### config.mk
export PLATFORM = sky130hd
export DESIGN_NAME = seq_identifier
export DESIGN_NICKNAME = d
export VERILOG_FILES = /design/src/rtl/seq_identifier.sv
export SDC_FILE = /design/constraint.sdc
export NUM_CORES = 1
export LEC_CHECK = 0
export CAP_MARGIN = 20
export CORE_UTILIZATION = 55
export CTS_CLUSTER_SIZE = 20
export DETAILED_ROUTE_END_ITERATION = 8
export GPL_ROUTABILITY_DRIVEN = 1
export PLACE_DENSITY = 0.73
export SLEW_MARGIN = 15
export SYNTH_ARGS = -nofsm -noshare
export SYNTH_HDL_FRONTEND = slang
export SYNTH_SLANG_ARGS = --single-unit
### constraint.sdc
create_clock -name clk -period 7.68 [get_ports clk]
set_input_delay 1.536 -clock clk [delete_from_list [all_inputs] [get_ports clk]]
set_output_delay 1.536 -clock clk [all_outputs]
set_load 0.02 [all_outputs]
### src/rtl/seq_identifier.sv
`default_nettype none
// ============================================================================
// Module      : seq_identifier
// Description : Identifies which of the eight generator-bank sequences an
//               incoming byte stream follows. Eight reference models run in
//               lockstep, advancing one term per accepted sample. Each
//               candidate is eliminated on its first mismatch.
//               Optional feature macro: SEQID_AUTORESYNC_EN. When it is
//               defined, a sample that would empty the mask restarts
//               identification with that sample as term 0.
// Ports       : clk          - clock
//               reset        - synchronous active-high reset
//               restart      - pulse, starts a new identification
//               in_valid     - in_data carries a sample this cycle
//               in_data      - sample byte
//               match_mask   - bit i set = candidate i still consistent
//               match_id     - lowest set bit of match_mask (0 if none)
//               locked       - exactly one candidate remains
//               none_match   - no candidate remains
//               sample_count - accepted samples, saturating
//               resync_pulse - (SEQID_AUTORESYNC_EN only) one-cycle resync flag
// Revision    : 1.0 - initial release
// ============================================================================
module seq_identifier #(
    parameter int CNT_W = 8
) (
    input  logic             clk,
    input  logic             reset,
    input  logic             restart,
    input  logic             in_valid,
    input  logic [7:0]       in_data,
    output logic [7:0]       match_mask,
    output logic [2:0]       match_id,
    output logic             locked,
    output logic             none_match,
    output logic [CNT_W-1:0] sample_count
`ifdef SEQID_AUTORESYNC_EN
    ,
    output logic             resync_pulse
`endif
);

    localparam logic [CNT_W-1:0] c_cnt_max = {CNT_W{1'b1}};
    localparam logic [CNT_W-1:0] c_cnt_one = CNT_W'(1);

    // Term-0 values of every model, packed ID7 (MSB) .. ID0 (LSB).
    localparam logic [63:0] c_term0 = {8'd2, 8'd1, 8'd2, 8'd0,
                                       8'd1, 8'd0, 8'd1, 8'd0};

    // Model state registers
    logic [7:0] r_sq_idx;                   // ID0 index k
    logic [7:0] r_pw3;                      // ID1 current power
    logic [7:0] r_tri, r_tri_n;             // ID2 value and index
    logic [7:0] r_fib_a, r_fib_b;           // ID3 current / next
    logic [7:0] r_pell_a, r_pell_b;         // ID4 current / next
    logic [7:0] r_luc_a, r_luc_b;           // ID5 current / next
    logic [7:0] r_pad0, r_pad1, r_pad2;     // ID6 three-term window
    logic [7:0] r_syl;                      // ID7 current term

    logic [7:0]       r_mask;
    logic [CNT_W-1:0] r_cnt;
    logic             r_resync;

    logic [7:0] w_exp [0:7];
    logic [7:0] w_hit_cur;
    logic [7:0] w_mask_upd;
    logic [7:0] w_mask_next;
    logic       w_resync;
    logic [2:0] w_id;

    // Expected term for the current position of each model
    assign w_exp[0] = r_sq_idx * r_sq_idx;
    assign w_exp[1] = r_pw3;
    assign w_exp[2] = r_tri;
    assign w_exp[3] = r_fib_a;
    assign w_exp[4] = r_pell_a;
    assign w_exp[5] = r_luc_a;
    assign w_exp[6] = r_pad0;
    assign w_exp[7] = r_syl;

    generate
        for (genvar gi = 0; gi < 8; gi++) begin : g_cmp
            assign w_hit_cur[gi] = (in_data == w_exp[gi]);
        end
    endgenerate

    assign w_mask_upd = r_mask & w_hit_cur;

`ifdef SEQID_AUTORESYNC_EN
    logic [7:0] w_hit_t0;

    generate
        for (genvar gj = 0; gj < 8; gj++) begin : g_cmp_t0
            assign w_hit_t0[gj] = (in_data == c_term0[8*gj +: 8]);
        end
    endgenerate

    assign w_resync    = in_valid && (w_mask_upd == 8'h00);
    assign w_mask_next = w_resync ? w_hit_t0 : w_mask_upd;
    assign resync_pulse = r_resync;
`else
    assign w_resync    = 1'b0;
    assign w_mask_next = w_mask_upd;
`endif

    // Models step from their current state, or from term 0 on a resync so
    // the resync sample is consumed as term 0 and the next one meets term 1.
    logic [7:0] w_b_sq, w_b_pw3, w_b_tri, w_b_tri_n;
    logic [7:0] w_b_fib_a, w_b_fib_b, w_b_pell_a, w_b_pell_b;
    logic [7:0] w_b_luc_a, w_b_luc_b, w_b_pad0, w_b_pad1, w_b_pad2, w_b_syl;

    assign w_b_sq     = w_resync ? 8'd0 : r_sq_idx;
    assign w_b_pw3    = w_resync ? 8'd1 : r_pw3;
    assign w_b_tri    = w_resync ? 8'd0 : r_tri;
    assign w_b_tri_n  = w_resync ? 8'd0 : r_tri_n;
    assign w_b_fib_a  = w_resync ? 8'd1 : r_fib_a;
    assign w_b_fib_b  = w_resync ? 8'd1 : r_fib_b;
    assign w_b_pell_a = w_resync ? 8'd0 : r_pell_a;
    assign w_b_pell_b = w_resync ? 8'd1 : r_pell_b;
    assign w_b_luc_a  = w_resync ? 8'd2 : r_luc_a;
    assign w_b_luc_b  = w_resync ? 8'd1 : r_luc_b;
    assign w_b_pad0   = w_resync ? 8'd1 : r_pad0;
    assign w_b_pad1   = w_resync ? 8'd1 : r_pad1;
    assign w_b_pad2   = w_resync ? 8'd1 : r_pad2;
    assign w_b_syl    = w_resync ? 8'd2 : r_syl;

    always_ff @(posedge clk) begin
        if (reset || restart) begin
            r_mask   <= 8'hFF;
            r_cnt    <= '0;
            r_resync <= 1'b0;
            r_sq_idx <= 8'd0;
            r_pw3    <= 8'd1;
            r_tri    <= 8'd0;
            r_tri_n  <= 8'd0;
            r_fib_a  <= 8'd1;
            r_fib_b  <= 8'd1;
            r_pell_a <= 8'd0;
            r_pell_b <= 8'd1;
            r_luc_a  <= 8'd2;
            r_luc_b  <= 8'd1;
            r_pad0   <= 8'd1;
            r_pad1   <= 8'd1;
            r_pad2   <= 8'd1;
            r_syl    <= 8'd2;
        end else begin
            r_resync <= w_resync;
            if (in_valid) begin
                r_mask <= w_mask_next;
                if (w_resync) begin
                    r_cnt <= c_cnt_one;
                end else if (r_cnt != c_cnt_max) begin
                    r_cnt <= r_cnt + c_cnt_one;
                end
                r_sq_idx <= w_b_sq + 8'd1;
                r_pw3    <= w_b_pw3 * 8'd3;
                r_tri    <= w_b_tri + w_b_tri_n + 8'd1;
                r_tri_n  <= w_b_tri_n + 8'd1;
                r_fib_a  <= w_b_fib_b;
                r_fib_b  <= w_b_fib_a + w_b_fib_b;
                r_pell_a <= w_b_pell_b;
                r_pell_b <= {w_b_pell_b[6:0], 1'b0} + w_b_pell_a;
                r_luc_a  <= w_b_luc_b;
                r_luc_b  <= w_b_luc_a + w_b_luc_b;
                r_pad0   <= w_b_pad1;
                r_pad1   <= w_b_pad2;
                r_pad2   <= w_b_pad0 + w_b_pad1;
                r_syl    <= (w_b_syl * (w_b_syl - 8'd1)) + 8'd1;
            end
        end
    end

    // Lowest set bit wins: scan from the top so the last hit is the lowest.
    always_comb begin
        w_id = 3'd0;
        for (int i = 7; i >= 0; i--) begin
            if (r_mask[i]) begin
                w_id = i[2:0];
            end
        end
    end

    assign match_mask   = r_mask;
    assign match_id     = w_id;
    assign none_match   = (r_mask == 8'h00);
    assign locked       = (r_mask != 8'h00) && ((r_mask & (r_mask - 8'd1)) == 8'h00);
    assign sample_count = r_cnt;

endmodule
`default_nettype wire

==> Word level (Yosys, flattened, before mapping) <==
Cells that the tools add are included.
{ "totals": {"ff_bits": 128, "in_bits": 12, "out_inout_bits": 21, "wordCells": 56} }
{ "classes": {"n_addsub": 12, "n_mul": 3, "n_eq_ne": 9, "mux": 8, "n_bitwise": 2, "n_reduce_logical": 6} }
{ "op_table": {"columns": ["op", "n"], "rows": [
  ["$eq A8 B8 Y1", 8],
  ["$add A8 B1 Y8 const B", 5],
  ["$add A8 B8 Y8", 5],
  ["$mux W3", 8],
  ["$and A8 B8 Y8", 2],
  ["$logic_not A8 Y1", 2],
  ["$mul A8 B8 Y8", 2],
  ["$sub A8 B1 Y8 const B", 2],
  ["$mul A8 B2 Y8 const B", 1],
  ["$ne A8 B8 Y1 const B", 1],
  ["$reduce_bool A8 Y1", 1],
  ["$reduce_and A2 Y1", 1],
  ["$logic_and A1 B1 Y1", 1],
  ["$logic_or A1 B1 Y1", 1]
]} }

==> Depth between registers and ports, before layout <==
{ "logic_depth": {"ltp_word": 8, "mapped_depth": 18, "ltp_nobuf": 18} }

==> Worst setup path before layout <==
No wires, ideal clock.
{ "synth_timing": {"path_type": "flip-flop to flip-flop", "start": "register r_syl[0]", "end": "register r_syl[7]", "setup_time_ns": 0.126, "arrival_ns": 4.285, "required_time_ns": 7.554, "slack_ns": 3.269, "stages_incl_launch_ff": 17, "n_path_buf": 0, "period_less_slack_ns": 4.411, "path_cell_list": "dfxtp_1 inv_1 ha_1 or3b_4 xnor2_1 and2_1 fa_1 inv_1 fa_1 fa_1 fa_1 inv_1 ha_1 a21oi_1 xnor3_1 nand2_1 o211ai_1"} }
{ "synth_between": {"elab_chain_cells": 3} }
{ "synth_lines": {"columns": ["item", "line_no", "source"], "rows": [
  ["start: declaration", "58", "logic [7:0] r_syl;"],
  ["start signal: assignment", "168", "r_syl <= (w_b_syl * (w_b_syl - 8'd1)) + 8'd1;"],
  ["$sub A8 B1 Y8", "168", null],
  ["$mul A8 B8 Y8 (*)", "168", null],
  ["$add A8 B1 Y8 (*)", "168", null]
]} }
Every way passes the cells marked *; elsewhere a longest branch is shown, timed or not.
A chain may end at the register's enable or synchronous reset.

==> Worst setup path in the final report <==
Same ends and word-level chain as after synthesis.

==> results.json <==
{
  "dp.cells": 1149,
  "grt_max_degree": 71,
  "final_hold_viol_count": 0,
  "die_w_um": 126.2,
  "final_cells": 1180,
  "worst_hold_path_type": "reg2reg",
  "avgSynthCellArea_um2": 8.697,
  "path_cells": "inv_1, ha_1, or3b_4, xnor2_1, nand2_1, fa_1, inv_1, fa_1, ha_1, inv_1, fa_1, inv_1, ha_1, a21o_1, a21oi_1, xnor3_1, nand2_1, o211ai_1",
  "syn_area_mm2": 0.008479,
  "seqCellArea_mm2": 0.002522,
  "path_max_fanout": 9,
  "clkPwrFrac": 0.492,
  "postRouteWirelength_um": 16870,
  "cts_root_buf": "clkbuf_16",
  "crit_path_start_kind": "flop",
  "antenna_found_initial": 0,
  "htree_levels": 4,
  "synthCells": 975,
  "nets": 1094,
  "ys.flop_type": "dfxtp_1",
  "switchingPower_mw": 0.3784,
  "swShare": 0.2320,
  "drc": 0,
  "area_growth_pct": 11.69,
  "p_leak_nw": 4.009,
  "grt_setup_unrepaired": "no",
  "num_rows": 45,
  "fmax_ghz": 0.2097,
  "diodes": 0,
  "critPathArrivalTime_ps": 5060,
  "hpwl_um": 11420,
  "grt_use_met2": 0.3682,
  "min_period_ps": 4768,
  "critical_path.max_stage_delay_ps": 520,
  "worstMarginPinSlew_ps": 824.9,
  "slew_viol_final": 0,
  "numCtsBuffers": 17,
  "critPathBufInv": 4,
  "fin_tns_setup_ps": 0,
  "grtUsageTotal": 0.2258,
  "synth_cell_types": 49,
  "overflow": 0,
  "crit_top_cell": "inv_1",
  "crit_family": "adder cells",
  "cp-end-kind": "flop",
  "firstDrtPassIters": 5,
  "totalPowerFinal_mw": 1.631,
  "wl_per_cell_um": 14.30,
  "clock_latency_ps": 420,
  "cts_max_path_buffers": 2,
  "clkSinkCount": 126,
  "grtUsageMet3": 0.04418,
  "layout_common_cells": "dfxtp_1, nor2_1, xnor2_1, ha_1, inv_1",
  "cts_tree": "done",
  "pin_count": 33,
  "p_int_mw": 1.253,
  "fin_skew_ps": 7.171,
  "vias_per_cell": 5.519,
  "slew_headroom": 0.4501,
  "vias": 6512,
  "criticalPathCategory": "reg2reg",
  "syn_nets": 1089,
  "grt_busiest_layer": "met2",
  "synth_edf_count": 0,
  "drive_gt1_frac": 0.04032,
  "pwr-share-seq": 0.417,
  "met1_usage": 0.2953,
  "ys_async_sr_fraction": 0,
  "place_congestion": 0.7977,
  "start_util": 0.5599,
  "power.density_mw_per_mm2": 172.2,
  "core_area_mm2": 0.01515,
  "grt_pass1_wl_um": 28970,
  "cp_slowest_cell": "fa_1",
  "setup_viol": 0,
  "antenna_left": 0,
  "grt_pass1_vias": 6124,
  "cts-resized-gates": 0,
  "drtIter0Drc": 362,
  "cap_violations": 0,
  "postCtsHoldBufs": 0,
  "multi_input_area_mm2": 0.005484,
  "dieArea_mm2": 0.01592,
  "final_common_cell": "dfxtp_1",
  "outcome": "complete, no violations",
  "yosysSeqAreaShare": 0.2975,
  "n_fill_cell": 1253,
  "max-vdd-ir-drop_mv": 0.1562,
  "yosys_warnings": 0,
  "power.share.combinational": 0.091,
  "dieHeight_um": 126.2,
  "ys_ff_latch": 126,
  "crit_required_ps": 7970,
  "portBuffers": 32,
  "finalCritPeriodShare": 0.6208,
  "cts_setup_buffers": 0,
  "clk_pin_slew_worst_paths_ps": 60
}
cells in the mapped netlist (5+ instances only):
cell type  number  share of area
inv_1          76          0.034
or4_1           5         0.0044
ha_1           78           0.12
o21a_1         12          0.011
a211oi_1        9         0.0080
nand3_1        27          0.016
clkbuf_1       33          0.015
a21oi_1        43          0.025
nand2_1        55          0.024
nor2_1        103          0.046
buf_1          14         0.0062
nand4_1        25          0.018
and2_1         10         0.0074
nand2b_1       10         0.0074
nor3_1         17          0.010
o21ai_0        35          0.021
mux2i_1        62          0.073
a21o_1          9         0.0080
and3_1          8         0.0059
nor4_1          6         0.0044
nor2b_1        18          0.013
xnor2_1        94          0.097
nor3b_1         6         0.0053
or3_1          13         0.0096
fa_1           24          0.057
xor2_1         17          0.018
dfxtp_1       126           0.30
cells by family (layout without fill, tap and decap cells):
group / after synthesis / in the layout / synth area share
AO/OA/AOI/OAI: 132 / 132 / 0.09503
XOR/XNOR: 114 / 114 / 0.1226
adder cells (fa/ha/maj): 103 / 103 / 0.1729
buffers and inverters: 126 / 143 / 0.05696
flip-flops: 126 / 126 / 0.2975
multiplexers: 63 / 63 / 0.07452
AND/OR/NAND/NOR: 311 / 311 / 0.1805
stage by stage:
step	instance area [um^2]	hold WS, ps	utilization	setup slack, ps
5_1_grt	9470	489.6	0.6253	2614
6_report	9470	479.4	0.6253	2912
4_1_cts	9470	481.3	0.6253	2894
2_1_floorplan	8479	441.3	-	3269
3_5_place_dp	8875	465.6	0.5860	2934
3_3_place_gp	8875	457.6	0.5860	3074
cell type report:
cell class,instances,share of cell area
sequential,126,0.2663
timing repair buffer,36,0.03673
multi-input combinational,723,0.5791
clock buffer,25,0.05443
clock inverter,6,0.008456
inverter,76,0.03012
tap,188,0.02484
power by group through the flow:
stage | sequential (mW) | combinational (mW) | clock (mW)
finish | 0.680 | 0.148 | 0.803
global route | 0.682 | 0.166 | 0.848
CTS | 0.680 | 0.150 | 0.818
detailed placement | 0.694 | 0.149 | 0
global placement | 0.694 | 0.147 | 0
floorplan | 0.690 | 0.113 | 0
worst register-to-register path, cell delays in order, from the launching register on:
cell,delay [ps]
dfxtp_1,390
inv_1,240
ha_1,200
or3b_4,400
xnor2_1,220
nand2_1,120
fa_1,430
inv_1,90
fa_1,390
ha_1,290
inv_1,50
fa_1,520
inv_1,40
ha_1,330
a21o_1,170
a21oi_1,180
xnor3_1,450
nand2_1,70
o211ai_1,80
per-layer routing:
metal / wire (um) / share of wire
met1: 8240 / 0.49
met2: 7687 / 0.46
met3: 650 / 0.039
met4: 293 / 0.017
met5: 0 / 0
worst paths after layout:
check / start / depth (start not counted) / to / slack (ps)
min: r_fib_b[7] / 2 / r_fib_b[7] / 480
min reg2reg: r_fib_b[7] / 2 / r_fib_b[7] / 480
max: r_syl[0] / 18 / r_syl[7] / 2910
max reg2reg: r_syl[0] / 18 / r_syl[7] / 2910
Power figures use the tool's default switching activity.
